--- src/rtl/bf_result_streamer.sv ---
// Streams the Bellman-Ford distance table in address order on a valid/ready port and gathers stats.
// Optional running checksum of scanned words when RESULT_CHECKSUM_EN is defined.
module bf_result_streamer #(
    parameter int                ADDR_W    = 13,
    parameter int                DATA_W    = 16,
    parameter int                NUM_NODES = 8192,
    parameter logic [DATA_W-1:0] UNREACH   = {DATA_W{1'b1}}
) (
    input  logic              clock,
    input  logic              reset,
    input  logic              start,
    input  logic              neg_cycle,
    output logic [ADDR_W-1:0] OMAR,
    input  logic [DATA_W-1:0] OMDR,
    output logic              out_valid,
    input  logic              out_ready,
    output logic [DATA_W-1:0] out_data,
    output logic              out_last,
    output logic              out_neg,
    output logic              done,
    output logic [13:0]       unreach_count,
    output logic [DATA_W-1:0] max_dist,
    output logic [DATA_W-1:0] checksum
);

    // state | meaning
    // IDLE  | waiting for a rising edge on start
    // NEG   | presenting the single negative-cycle marker beat
    // SCAN  | reading Output Memory, one entry per free output slot
    // DRAIN | last entry loaded, waiting for it to be accepted
    // DONE  | run complete, waiting for start to drop
    typedef enum logic [2:0] {IDLE, NEG, SCAN, DRAIN, DONE} state_t;

    localparam logic [ADDR_W-1:0] LAST_IDX = ADDR_W'(NUM_NODES - 1);

    state_t            state, state_nxt;
    logic              start_q;
    logic              start_edge;
    logic              clr_stats;
    logic              scan_load;
    logic              neg_load;
    logic              drop_beat;
    logic [ADDR_W-1:0] idx;

    assign start_edge = start & ~start_q;
    assign OMAR       = idx;
    assign done       = (state == DONE);

    always_ff @(posedge clock or posedge reset) begin
        if (reset) state <= IDLE;
        else       state <= state_nxt;
    end

    always_comb begin
        state_nxt = state;
        clr_stats = 1'b0;
        scan_load = 1'b0;
        neg_load  = 1'b0;
        drop_beat = 1'b0;
        case (state)
            IDLE: begin
                if (start_edge) begin
                    clr_stats = 1'b1;
                    state_nxt = neg_cycle ? NEG : SCAN;
                end
            end
            NEG: begin
                if (!out_valid) begin
                    neg_load = 1'b1;
                end else if (out_ready) begin
                    drop_beat = 1'b1;
                    state_nxt = DONE;
                end
            end
            SCAN: begin
                // the output slot frees up in the same cycle it is accepted
                if (!out_valid || out_ready) begin
                    scan_load = 1'b1;
                    if (idx == LAST_IDX) state_nxt = DRAIN;
                end
            end
            DRAIN: begin
                if (out_ready) begin
                    drop_beat = 1'b1;
                    state_nxt = DONE;
                end
            end
            DONE: begin
                if (!start) state_nxt = IDLE;
            end
            default: state_nxt = IDLE;
        endcase
    end

    always_ff @(posedge clock or posedge reset) begin
        if (reset) begin
            start_q       <= 1'b0;
            idx           <= '0;
            out_valid     <= 1'b0;
            out_data      <= '0;
            out_last      <= 1'b0;
            out_neg       <= 1'b0;
            unreach_count <= '0;
            max_dist      <= '0;
        end else begin
            start_q <= start;
            if (clr_stats) begin
                idx           <= '0;
                unreach_count <= '0;
                max_dist      <= '0;
            end
            if (neg_load) begin
                out_valid <= 1'b1;
                out_data  <= UNREACH;
                out_last  <= 1'b1;
                out_neg   <= 1'b1;
            end
            if (scan_load) begin
                out_valid <= 1'b1;
                out_data  <= OMDR;
                out_last  <= (idx == LAST_IDX);
                out_neg   <= 1'b0;
                idx       <= idx + 1'b1;
                if (OMDR == UNREACH)     unreach_count <= unreach_count + 14'd1;
                else if (OMDR > max_dist) max_dist     <= OMDR;
            end
            if (drop_beat) begin
                out_valid <= 1'b0;
                out_last  <= 1'b0;
                out_neg   <= 1'b0;
            end
        end
    end

`ifdef RESULT_CHECKSUM_EN
    always_ff @(posedge clock or posedge reset) begin
        if (reset)          checksum <= '0;
        else if (clr_stats) checksum <= '0;
        else if (scan_load) checksum <= checksum + OMDR;
    end
`else
    assign checksum = '0;
`endif

endmodule

--- config.mk ---
export PLATFORM = sky130hd
export DESIGN_NAME = bf_result_streamer
export DESIGN_NICKNAME = d
export VERILOG_FILES = /design/src/rtl/bf_result_streamer.sv
export SDC_FILE = /design/constraint.sdc
export NUM_CORES = 1
export LEC_CHECK = 0
export BUFFER_PORTS_ARGS = -buffer_cell sky130_fd_sc_hd__buf_4
export CAP_MARGIN = 20
export CORE_ASPECT_RATIO = 1.2
export CORE_UTILIZATION = 42
export CTS_BUF_LIST = sky130_fd_sc_hd__clkbuf_16
export DETAILED_ROUTE_END_ITERATION = 16
export GPL_TIMING_DRIVEN = 0
export MAX_ROUTING_LAYER = met4
export PLACE_DENSITY = 0.66
export SLEW_MARGIN = 40
export SYNTH_ARGS = -nofsm -noshare
export SYNTH_HDL_FRONTEND = slang
export SYNTH_SLANG_ARGS = --single-unit
--- constraint.sdc ---
create_clock -name clock -period 5.9 [get_ports clock]
set_input_delay 0.295 -clock clock [delete_from_list [all_inputs] [get_ports clock]]
set_output_delay 0.295 -clock clock [all_outputs]
set_load 0.005 [all_outputs]
==> reports/metrics.csv, run 1 <==
metric;value;unit
syn-cell-area;3900;sq um
crit_family;compound AO/OA/AOI/OAI gates;
io_buffers;83;
start_kind;flip-flop;
setup_viol;0;
avgSynthCellArea;9.50;sq um
cp_cell_sequence;inv_1, ha_1, nand2_1, o21ai_1, a21o_1, clkbuf_1, o311ai_1, o311ai_1;
tightest_slew;0.572;ns
rsz0062_at_grt;false;
final_common_cell;buf_4;
power.share.clock;26.6;%
rows;38;
clk_pin_slew_worst_paths;0.05;ns
nets;561;
clk_latency;0.32;ns
initial_utilization;43.2;%
fin_skew;0.00554;ns
dieArea;9680;sq um
max_freq;0.413;GHz
dp_hpwl;7790;um
cp-end-kind;flip-flop;
cts_hold_repair.buffers;1;
drt-vias-per-instance;5.75;
switchingPower;758;uW
antenna_left;0;
cts_sinks;66;
routabilityCongestion;0.913;
clock_tree.buffer_depth;2;
grt_pass1_wl;17900;um
internal_power;1350;uW
p_per_area;415;nW/um^2
diodes;0;
synth_area_leaders;dfrtp_1, o311ai_1, ha_1;
crit_arrival;2.63;ns
maxSlewHeadroom;61.6;%
fin_crit_sh;41.0;%
drv_slew;0;
overflow;0;
min_period;2.42;ns
pin_count;100;
antenna_found_initial;0;
critical_path_class;flip-flop to flip-flop;
setup_tns;0;ns
cts_max_level;3;
hp-class;input pin to flip-flop;
cts_setup_buffers;0;
power_frac_comb;42.1;%
crit_slowest_cell;o21ai_1;
whs;0.111;ns
path_buf_inv;2;
die_w;90.0;um
path_max_fanout;10;
totalWireLength;10800;um
ys_ff_latch;66;
synth_ff_type;dfrtp_1;
worstPathRequired;6.11;ns
status;finished, final reports clean;
wire_per_inst;16.6;um
total_leakage_power;0.00246;uW
synth_top_area_cell;dfrtp_1;
grt_pass1_vias;3713;
async_reset_ff_share;100;%
drv_cap;0;
cts_resized;0;
power;2110;uW
fill_cells;834;
grtUsageTotal;23.5;%
clockRootBuffer;clkbuf_16;
synth_top_cell_area_share;42.3;%
core;9030;sq um
synth_edf_count;0;
die_h;108;um
drive_gt1_share;25.8;%
vias;3722;
grt_max_degree;40;
cts_buffers;9;
synth_cell_types;54;
cpMostUsedCell;o311ai_1;
power.share.switching;36.0;%
synth_warnings;0;
crit_path_max_incr_delay;0.48;ns
drc;0;
seqPwrFrac;31.3;%
firstDrtPassIters;5;
syn_inst;411;
drt_iter0_drc;303;
ys_seq_area_share;42.3;%
cts_tree;yes;
final_cell_mix;buf_4, dfrtp_1, nand4_1, o311ai_1, nand2_1;
peakVddDrop;0.221;mV
syn2layout_area_growth;30.1;%
hold_viol_final;0;
==> synthesized netlist by cell type, drive strengths merged (2+ instances only) <==
| cell | count |
|---|---|
| a21o | 2 |
| a21oi | 12 |
| a31oi | 7 |
| a41oi | 2 |
| and2 | 7 |
| and3 | 3 |
| and4 | 3 |
| buf | 30 |
| clkbuf | 13 |
| dfrtp | 66 |
| ha | 18 |
| inv | 18 |
| mux2i | 2 |
| nand2 | 26 |
| nand2b | 3 |
| nand3 | 13 |
| nand4 | 33 |
| nor2 | 22 |
| nor2b | 5 |
| nor3 | 19 |
| nor4 | 2 |
| o211ai | 4 |
| o21ai | 25 |
| o22a | 15 |
| o311ai | 32 |
| o31ai | 4 |
| or3 | 2 |
| xor2 | 6 |
==> kinds of logic (layout without fill, tap and decap cells) <==
| logic type | count (synthesis) | count (layout) | synth area share (%) |
|---|---|---|---|
| adder cells (fa/ha/maj) | 18 | 18 | 5.77 |
| flip-flops | 66 | 66 | 42.3 |
| buffers and inverters | 61 | 162 | 8.24 |
| multiplexers | 3 | 3 | 0.802 |
| XOR/XNOR | 7 | 7 | 1.57 |
| AO/OA/AOI/OAI | 113 | 113 | 21.3 |
| other | 1 | 16 | 0.0961 |
| AND/OR/NAND/NOR | 142 | 142 | 19.9 |
==> power by group through the flow <==
stage,combinational (uW),clock [uW],sequential [uW]
2_1_floorplan,544,0,657
3_3_place_gp,859,0,661
3_5_place_dp,883,0,666
4_1_cts,887,565,660
5_1_grt,982,584,674
6_report,888,560,660
==> registers in the layout, summed over array words and instances, names as in the netlist <==
| name | cells |
|---|---|
| out_valid | 1 |
| out_data | 16 |
| out_neg | 1 |
| state | 3 |
| out_last | 1 |
| OMAR | 13 |
| max_dist | 16 |
| unreach_count | 14 |
| start_q | 1 |
==> worst paths after layout <==
kind,endpoint,slack [ns],cells past startpoint,from
max,max_dist[14]$_DFF_PP0_,3.48,8,max_dist[15]$_DFF_PP0_
min,start_q$_DFF_PP0_,0.11,1,start
max reg2reg,max_dist[14]$_DFF_PP0_,3.48,8,max_dist[15]$_DFF_PP0_
min reg2reg,out_data[2]$_DFFE_PP0P_,0.49,1,out_data[2]$_DFFE_PP0P_
max in group asynchronous,max_dist[4]$_DFF_PP0_,4.93,4,reset
min in group asynchronous,OMAR[7]$_DFFE_PP0P_,0.48,3,reset
==> metrics by stage <==
stage          util [%]  instance area (sq um)  setup WS (ns)  cells
6_report           56.2                   5080           3.48    647
5_1_grt            56.2                   5080           3.34    647
4_1_cts            56.2                   5080           3.54    647
3_5_place_dp       52.7                   4760           3.56    630
3_3_place_gp       52.4                   4730           3.05    629
2_1_floorplan         -                   3960           3.91    426
==> area by class of cell <==
| class | instances | area, sq um | area share [%] |
|---|---|---|---|
| Multi-Input combinational cell | 299 | 1990 | 39.1 |
| Sequential cell | 66 | 1650 | 32.5 |
| Timing Repair Buffer | 85 | 653 | 12.9 |
| Buffer | 43 | 254 | 5.00 |
| Clock buffer | 9 | 225 | 4.44 |
| Tap cell | 120 | 150 | 2.96 |
| Clock inverter | 7 | 83.8 | 1.65 |
| Inverter | 18 | 72.6 | 1.43 |
==> metal layers <==
layer	track usage, %	part of all wire, %	vias to the layer above
met5	-	0	-
met4	8.76	1.8	0
met3	3.25	5.6	21
met2	38.6	50	172
met1	29.9	43	1778
li1	-	-	1751
Note: power is estimated with default switching activity, not from simulation.
==> inputs of run 2 (changes only) <==
Settings changed: ABC_AREA set to 1, PLACE_DENSITY 0.66 to 0.68.
Clock period 5.9 ns to 2.06 ns, I/O delays scaled along.
==> run 2 against run 1 <==
  * Combinational power increased by 82%
  * Global-route usage decreased by 1.0 points
  * Highest routed layer unchanged
  * Register-to-register slack got worse by 3.2 ns
  * Die area decreased by 0.57%
  * Via count decreased by 2.6%
  * Maximum frequency increased by 33%
  * Largest cell class unchanged
  * Worst hold slack got worse by 0.067 ns
  * Critical path depth increased by 1
  * Critical endpoint is now max_dist[11]$_DFF_PP0_
  * Routed wire length decreased by 9.2%
  * Clock skew increased by 0.0017 ns
  * Flip-flop and latch count unchanged
==> reports/metrics.csv, run 2 <==
metric;value;unit;change
status;finished, final reports clean;;
total_leakage_power;0.00263;uW;+7.2%
routabilityCongestion;0.882;;-3.4%
max_freq;0.548;GHz;+33%
antenna_found_initial;0;;unchanged
synth_edf_count;0;;unchanged
diodes;0;;unchanged
clk_pin_slew_worst_paths;0.06;ns;about the same
cts_tree;yes;;
crit_arrival;2.04;ns;-0.59 ns
crit_path_start;max_dist[15]$_DFF_PP0_;;
nets;657;;+17%
rr_worst_depth;9;;+1
fin_crit_sh;88.5;%;+47 points
io_buffers;83;;unchanged
fin_util;56.1;%;about the same
grt_use_met2;38.1;%;-0.44 points
top_usage_layer;met2;;
avgSynthCellArea;7.67;sq um;-19%
rows;38;;unchanged
dpl_cell_area;4730;sq um;-0.53%
crit_family;compound AO/OA/AOI/OAI gates;;
totalWireLength;9760;um;-9.2%
cts_buffers;9;;unchanged
clockRootBuffer;clkbuf_16;;
rr_endpoint;max_dist[11]$_DFF_PP0_;;
grt_use_met3;4.59;%;+1.3 points
multi_input_area;1860;sq um;-6.1%
die_h;107;um;-0.28%
dieArea;9630;sq um;-0.57%
wire_per_inst;13.1;um;-21%
p_per_area;962;nW/um^2;+130%
setup_tns;0;ns;unchanged
dp_hpwl;7400;um;-5.0%
worstPathRequired;2.28;ns;-3.83 ns
critical_path_class;flip-flop to flip-flop;;
drv_cap;0;;unchanged
regArea;1650;sq um;unchanged
vias;3625;;-2.6%
antenna_left;0;;unchanged
yosysMostFrequentCell;nand2_1;;
setup_viol;0;;unchanged
crit_path_max_incr_delay;0.38;ns;-0.10 ns
clock_tree.buffer_depth;2;;unchanged
reg_top3;max_dist (16), out_data (16), unreach_count (14);;
pin_count;100;;unchanged
grt_max_degree;36;;-10%
hold_viol_final;0;;unchanged
synth_area_leaders;dfrtp_1, nand2_1, ha_1;;
grt_pass1_vias;3444;;-7.2%
cts_sinks;66;;unchanged
final_cells;743;;+15%
hold_depth;2;;+1
grt_pass1_wl;16500;um;-7.6%
grt_use_met1;26.7;%;-3.1 points
synth_top_area_cell;dfrtp_1;;
cts_setup_buffers;0;;unchanged
postLayoutCellArea;5040;sq um;-0.62%
synth_warnings;0;;unchanged
placedCellCount;725;;+15%
min_period;1.82;ns;-0.597 ns
grtUsageTotal;22.5;%;-1.0 points
cts_max_level;3;;unchanged
clk_latency;0.33;ns;about the same
ff2ff_setup_slack;0.24;ns;-3.24 ns
async_reset_ff_share;100;%;unchanged
fin_skew;0.00723;ns;+0.00169 ns
crit_slowest_cell;dfrtp_1;;
power;4850;uW;+130%
path_buf_inv;2;;unchanged
synth_ff_type;dfrtp_1;;
cp-end-kind;flip-flop;;
initial_utilization;43.2;%;about the same
firstDrtPassIters;4;;-1
tightest_slew;0.622;ns;+0.0501 ns
path_max_fanout;10;;unchanged
drt-vias-per-instance;4.88;;-15%
syn_inst;506;;+23%
die_w;89.7;um;-0.28%
ys_seq_area_share;42.6;%;+0.25 points
hp-class;input pin to flip-flop;;
peakVddDrop;0.649;mV;+190%
drive_gt1_share;22.0;%;-3.8 points
final_cell_mix;nand2_1, buf_4, dfrtp_1, inv_1, nor2_1;;
hold_end;out_data[8]$_DFFE_PP0P_;;
drt_iter0_drc;229;;-24%
start_kind;flip-flop;;
ys_ff_latch;66;;unchanged
r2r_start;max_dist[15]$_DFF_PP0_;;
fill_cells;815;;-2.3%
final_common_cell;nand2_1;;
cp_cell_sequence;inv_1, ha_1, a21oi_1, o21ai_0, a21oi_1, nand2_2, clkbuf_4, nand3_1, nand2_1;;
min_from;OMDR[8];;
syn2layout_area_growth;30.0;%;about the same
core;8990;sq um;-0.53%
yosys-top-cells-count;nand2_1, dfrtp_1, inv_1;;
drv_slew;0;;unchanged
synth_top_cell_area_share;42.6;%;+0.25 points
overflow;0;;unchanged
rsz0062_at_grt;false;;
cpMostUsedCell;a21oi_1;;
syn-cell-area;3880;sq um;-0.58%
synth_cell_types;38;;-30%
drc;0;;unchanged
maxSlewHeadroom;58.6;%;-3.1 points
-- run 2: where the power goes --
part           switching (uW)  internal, uW
clock                     558           922
sequential                200          1550
combinational             843           779
total                    1600          3250
-- run 2: worst register-to-register path: cells and delay by family (launching register included) --
family / cells / cell delay [ns]
AOI/OAI and AO/OA: 3 / 0.45
adders and majority gates: 1 / 0.24
buffers and inverters: 2 / 0.32
DFF: 1 / 0.38
and+or+nand+nor: 3 / 0.33
-- run 2: logic make-up after synthesis --
| logic type | synth area share (%) |
|---|---|
| fa+ha+maj | 5.80 |
| simple gates | 29.3 |
| buf+inv | 10.9 |
| other cells | 0.0967 |
| flops | 42.6 |
| compound gates | 10.2 |
| xor+xnor | 1.13 |
-- run 2: what timing repair did --
item                       CTS  global route
setup endpoints to repair    0            10
hold endpoints to repair    32             0
hold buffers                 2             0
resized for setup            0             2
-- run 2: per-stage QoR --
stage,worst slack [ns],hold WS [ns]
after floorplan,0.302,0.134
after global placement,-0.594,0.229
after detailed placement,0.176,0.147
after CTS,0.164,0.0376
after global routing,0.0970,0.0424
final,0.237,0.0438
-- run 2: per-layer routing --
metal,share of wire [%],vias up,wire (um)
met3,4.5,16,436
met1,42,1679,4130
met5,0,-,0
met4,1.8,0,180
met2,51,102,5010
li1,-,1828,-
-- run 2: how the worst max path moves through the flow --
stage | endpoint | slack (ns) | cells past startpoint
after floorplan | OMAR[0]$_DFFE_PP0P_ | 0.30 | 1
after global placement | unreach_count[6]$_DFF_PP0_ | -0.59 | 2
after detailed placement | max_dist[10]$_DFF_PP0_ | 0.18 | 9
after CTS | max_dist[10]$_DFF_PP0_ | 0.16 | 9
after global routing | max_dist[10]$_DFF_PP0_ | 0.1 | 9
final | max_dist[11]$_DFF_PP0_ | 0.24 | 9
-- run 2: final cells by class --
type	instances	area share, %
clock buffers	9	4.46
plain buffers	26	3.57
clock inverters	7	1.24
inverters	65	4.91
multi-input cells	364	37.0
well taps	120	2.98
flip-flops and latches	66	32.7
repair buffers	86	13.1
==> inputs of run 3 (changes only) <==
Settings changed: CORE_UTILIZATION 42 to 48, PLACE_DENSITY 0.68 to 0.76.
==> run 3 against run 2 <==
  * The run now ends with DRC left
  * Worst setup slack got worse by 0.041 ns
  * Power decreased by 1.3%
  * Combinational power about the same
==> reports/metrics.csv, run 3 (synthesized netlist as in run 2, its figures left out) <==
metric;value;unit;change
status;complete, but fails checks;;
violations;DRC;;
internal_power;3140;uW;-3.5%
switchingPower;1650;uW;+3.2%
firstDrtPassIters;11;;+7
syn2layout_area_growth;28.6;%;
topRoutingLayerUsed;met4;;
diodes;0;;unchanged
totalWireLength;9830;um;+0.73%
pin_count;100;;unchanged
crit_arrival;2.09;ns;+0.05 ns
routabilityCongestion;0.857;;-2.8%
vias;3734;;+3.0%
rsz0062_at_grt;false;;
die_h;100;um;-6.3%
grt_max_degree;38;;+5.6%
cts_setup_buffers;0;;unchanged
clockRootBuffer;clkbuf_16;;
wire_per_inst;13.8;um;+4.7%
clk_latency;0.33;ns;about the same
cp-end-kind;flip-flop;;
min_period;1.86;ns;+0.0408 ns
total_leakage_power;0.00261;uW;-0.72%
nets;657;;unchanged
power_frac_comb;34.6;%;+1.2 points
power.share.switching;34.5;%;+1.5 points
drv_cap;0;;unchanged
drive_gt1_share;22.5;%;+0.48 points
power.share.clock;29.1;%;-1.4 points
wl_met3;490;um;+12%
tightest_slew;0.575;ns;-0.0470 ns
maxSlewHeadroom;61.7;%;+3.1 points
cts_tree;yes;;
final_common_cell;nand2_1;;
drt-vias-per-instance;5.22;;+7.0%
hp-class;input pin to flip-flop;;
overflow;0;;unchanged
cts_buffers;9;;unchanged
setup_viol;0;;unchanged
fill_cells;673;;-17%
grt_pass1_wl;16000;um;-3.2%
setup_tns;0;ns;unchanged
peakVddDrop;0.675;mV;+4.0%
clk_pin_slew_worst_paths;0.06;ns;about the same
dp_hpwl;7240;um;-2.1%
wl_met1;4140;um;+0.12%
drt_iter0_drc;256;;+12%
initial_utilization;50.1;%;+6.9 points
critical_path_class;flip-flop to flip-flop;;
antenna_left;0;;unchanged
path_max_fanout;10;;unchanged
final_cell_mix;nand2_1, buf_4, dfrtp_1, inv_1, nor2_1;;
die_w;84.1;um;-6.3%
dieArea;8450;sq um;-12%
cts_max_level;3;;unchanged
max_freq;0.536;GHz;-2.2%
clock_tree.buffer_depth;2;;unchanged
antenna_found_initial;0;;unchanged
drv_slew;0;;unchanged
fin_skew;0.00598;ns;-0.00124 ns
start_kind;flip-flop;;
hold_viol_final;0;;unchanged
wl_met2;4940;um;-1.5%
drc;10;;+10
cts_sinks;66;;unchanged
grtUsageTotal;24.9;%;+2.4 points
rows;35;;-7.9%
seqPwrFrac;36.3;%;+0.2 points
grt_pass1_vias;3525;;+2.4%
whs;0.0271;ns;-0.0167 ns
fin_util;64.4;%;+8.3 points
fin_crit_sh;90.5;%;+2.0 points
worstPathRequired;2.29;ns;about the same
io_buffers;83;;unchanged
p_per_area;959;nW/um^2;-0.27%
core;7750;sq um;-14%
reg_top3;max_dist (16), out_data (16), unreach_count (14);;
==> run 3: per-stage QoR <==
step / power, uW / setup slack [ns] / cell area (sq um) / instances
after global routing: 5120 / 0.0222 / 4990 / 715
after CTS: 4810 / 0.114 / 4990 / 715
after detailed placement: 3390 / 0.174 / 4700 / 697
after global placement: 3310 / -0.538 / 4670 / 696
after floorplan: 2690 / 0.302 / 3940 / 521
final: 4790 / 0.196 / 4990 / 715
==> run 3: final cells by class <==
class	instances	area (sq um)	area share, %
Multi-Input combinational cell	364	1860	37.4
Sequential cell	66	1650	33.1
Timing Repair Buffer	86	663	13.3
Inverter	65	248	4.96
Clock buffer	9	225	4.51
Buffer	26	178	3.56
Tap cell	92	115	2.31
Clock inverter	7	46.3	0.928
==> run 3: worst paths after layout <==
check	from	endpoint	slack [ns]	depth (start not counted)
max	max_dist[11]$_DFF_PP0_	max_dist[13]$_DFF_PP0_	0.20	9
min	OMDR[0]	max_dist[0]$_DFF_PP0_	0.03	3
max reg2reg	max_dist[11]$_DFF_PP0_	max_dist[13]$_DFF_PP0_	0.20	9
min reg2reg	out_data[11]$_DFFE_PP0P_	out_data[11]$_DFFE_PP0P_	0.50	1
max in group asynchronous	reset	unreach_count[0]$_DFF_PP0_	1.17	4
min in group asynchronous	reset	out_data[10]$_DFFE_PP0P_	0.36	3
==> run 3: power by group through the flow <==
stage	combinational (uW)	sequential [uW]	clock [uW]
after floorplan	938	1750	0
final	1650	1740	1390
after global routing	1870	1770	1480
after CTS	1660	1740	1410
after global placement	1570	1750	0
after detailed placement	1630	1760	0
==> run 3: worst max-delay path, stage by stage, from the launching register on <==
cell	delay, ns
dfrtp_1	0.35
inv_1	0.06
ha_1	0.31
a21oi_1	0.19
nand2_1	0.07
a21oi_1	0.20
nand2_2	0.18
buf_2	0.24
nand3_1	0.10
nand2_1	0.05
==> run 3: timing repair <==
item,in CTS,in global routing
endpoints found under the setup margin,0,10
endpoints found under the hold margin,37,0
hold buffers,2,0
resized for setup,0,1
==> run 3: routing by layer <==
metal / GRT usage [%] / vias to the layer above
met5: - / -
met4: 12.6 / 0
met3: 4.75 / 22
met2: 42.5 / 117
met1: 28.1 / 1759
li1: - / 1836
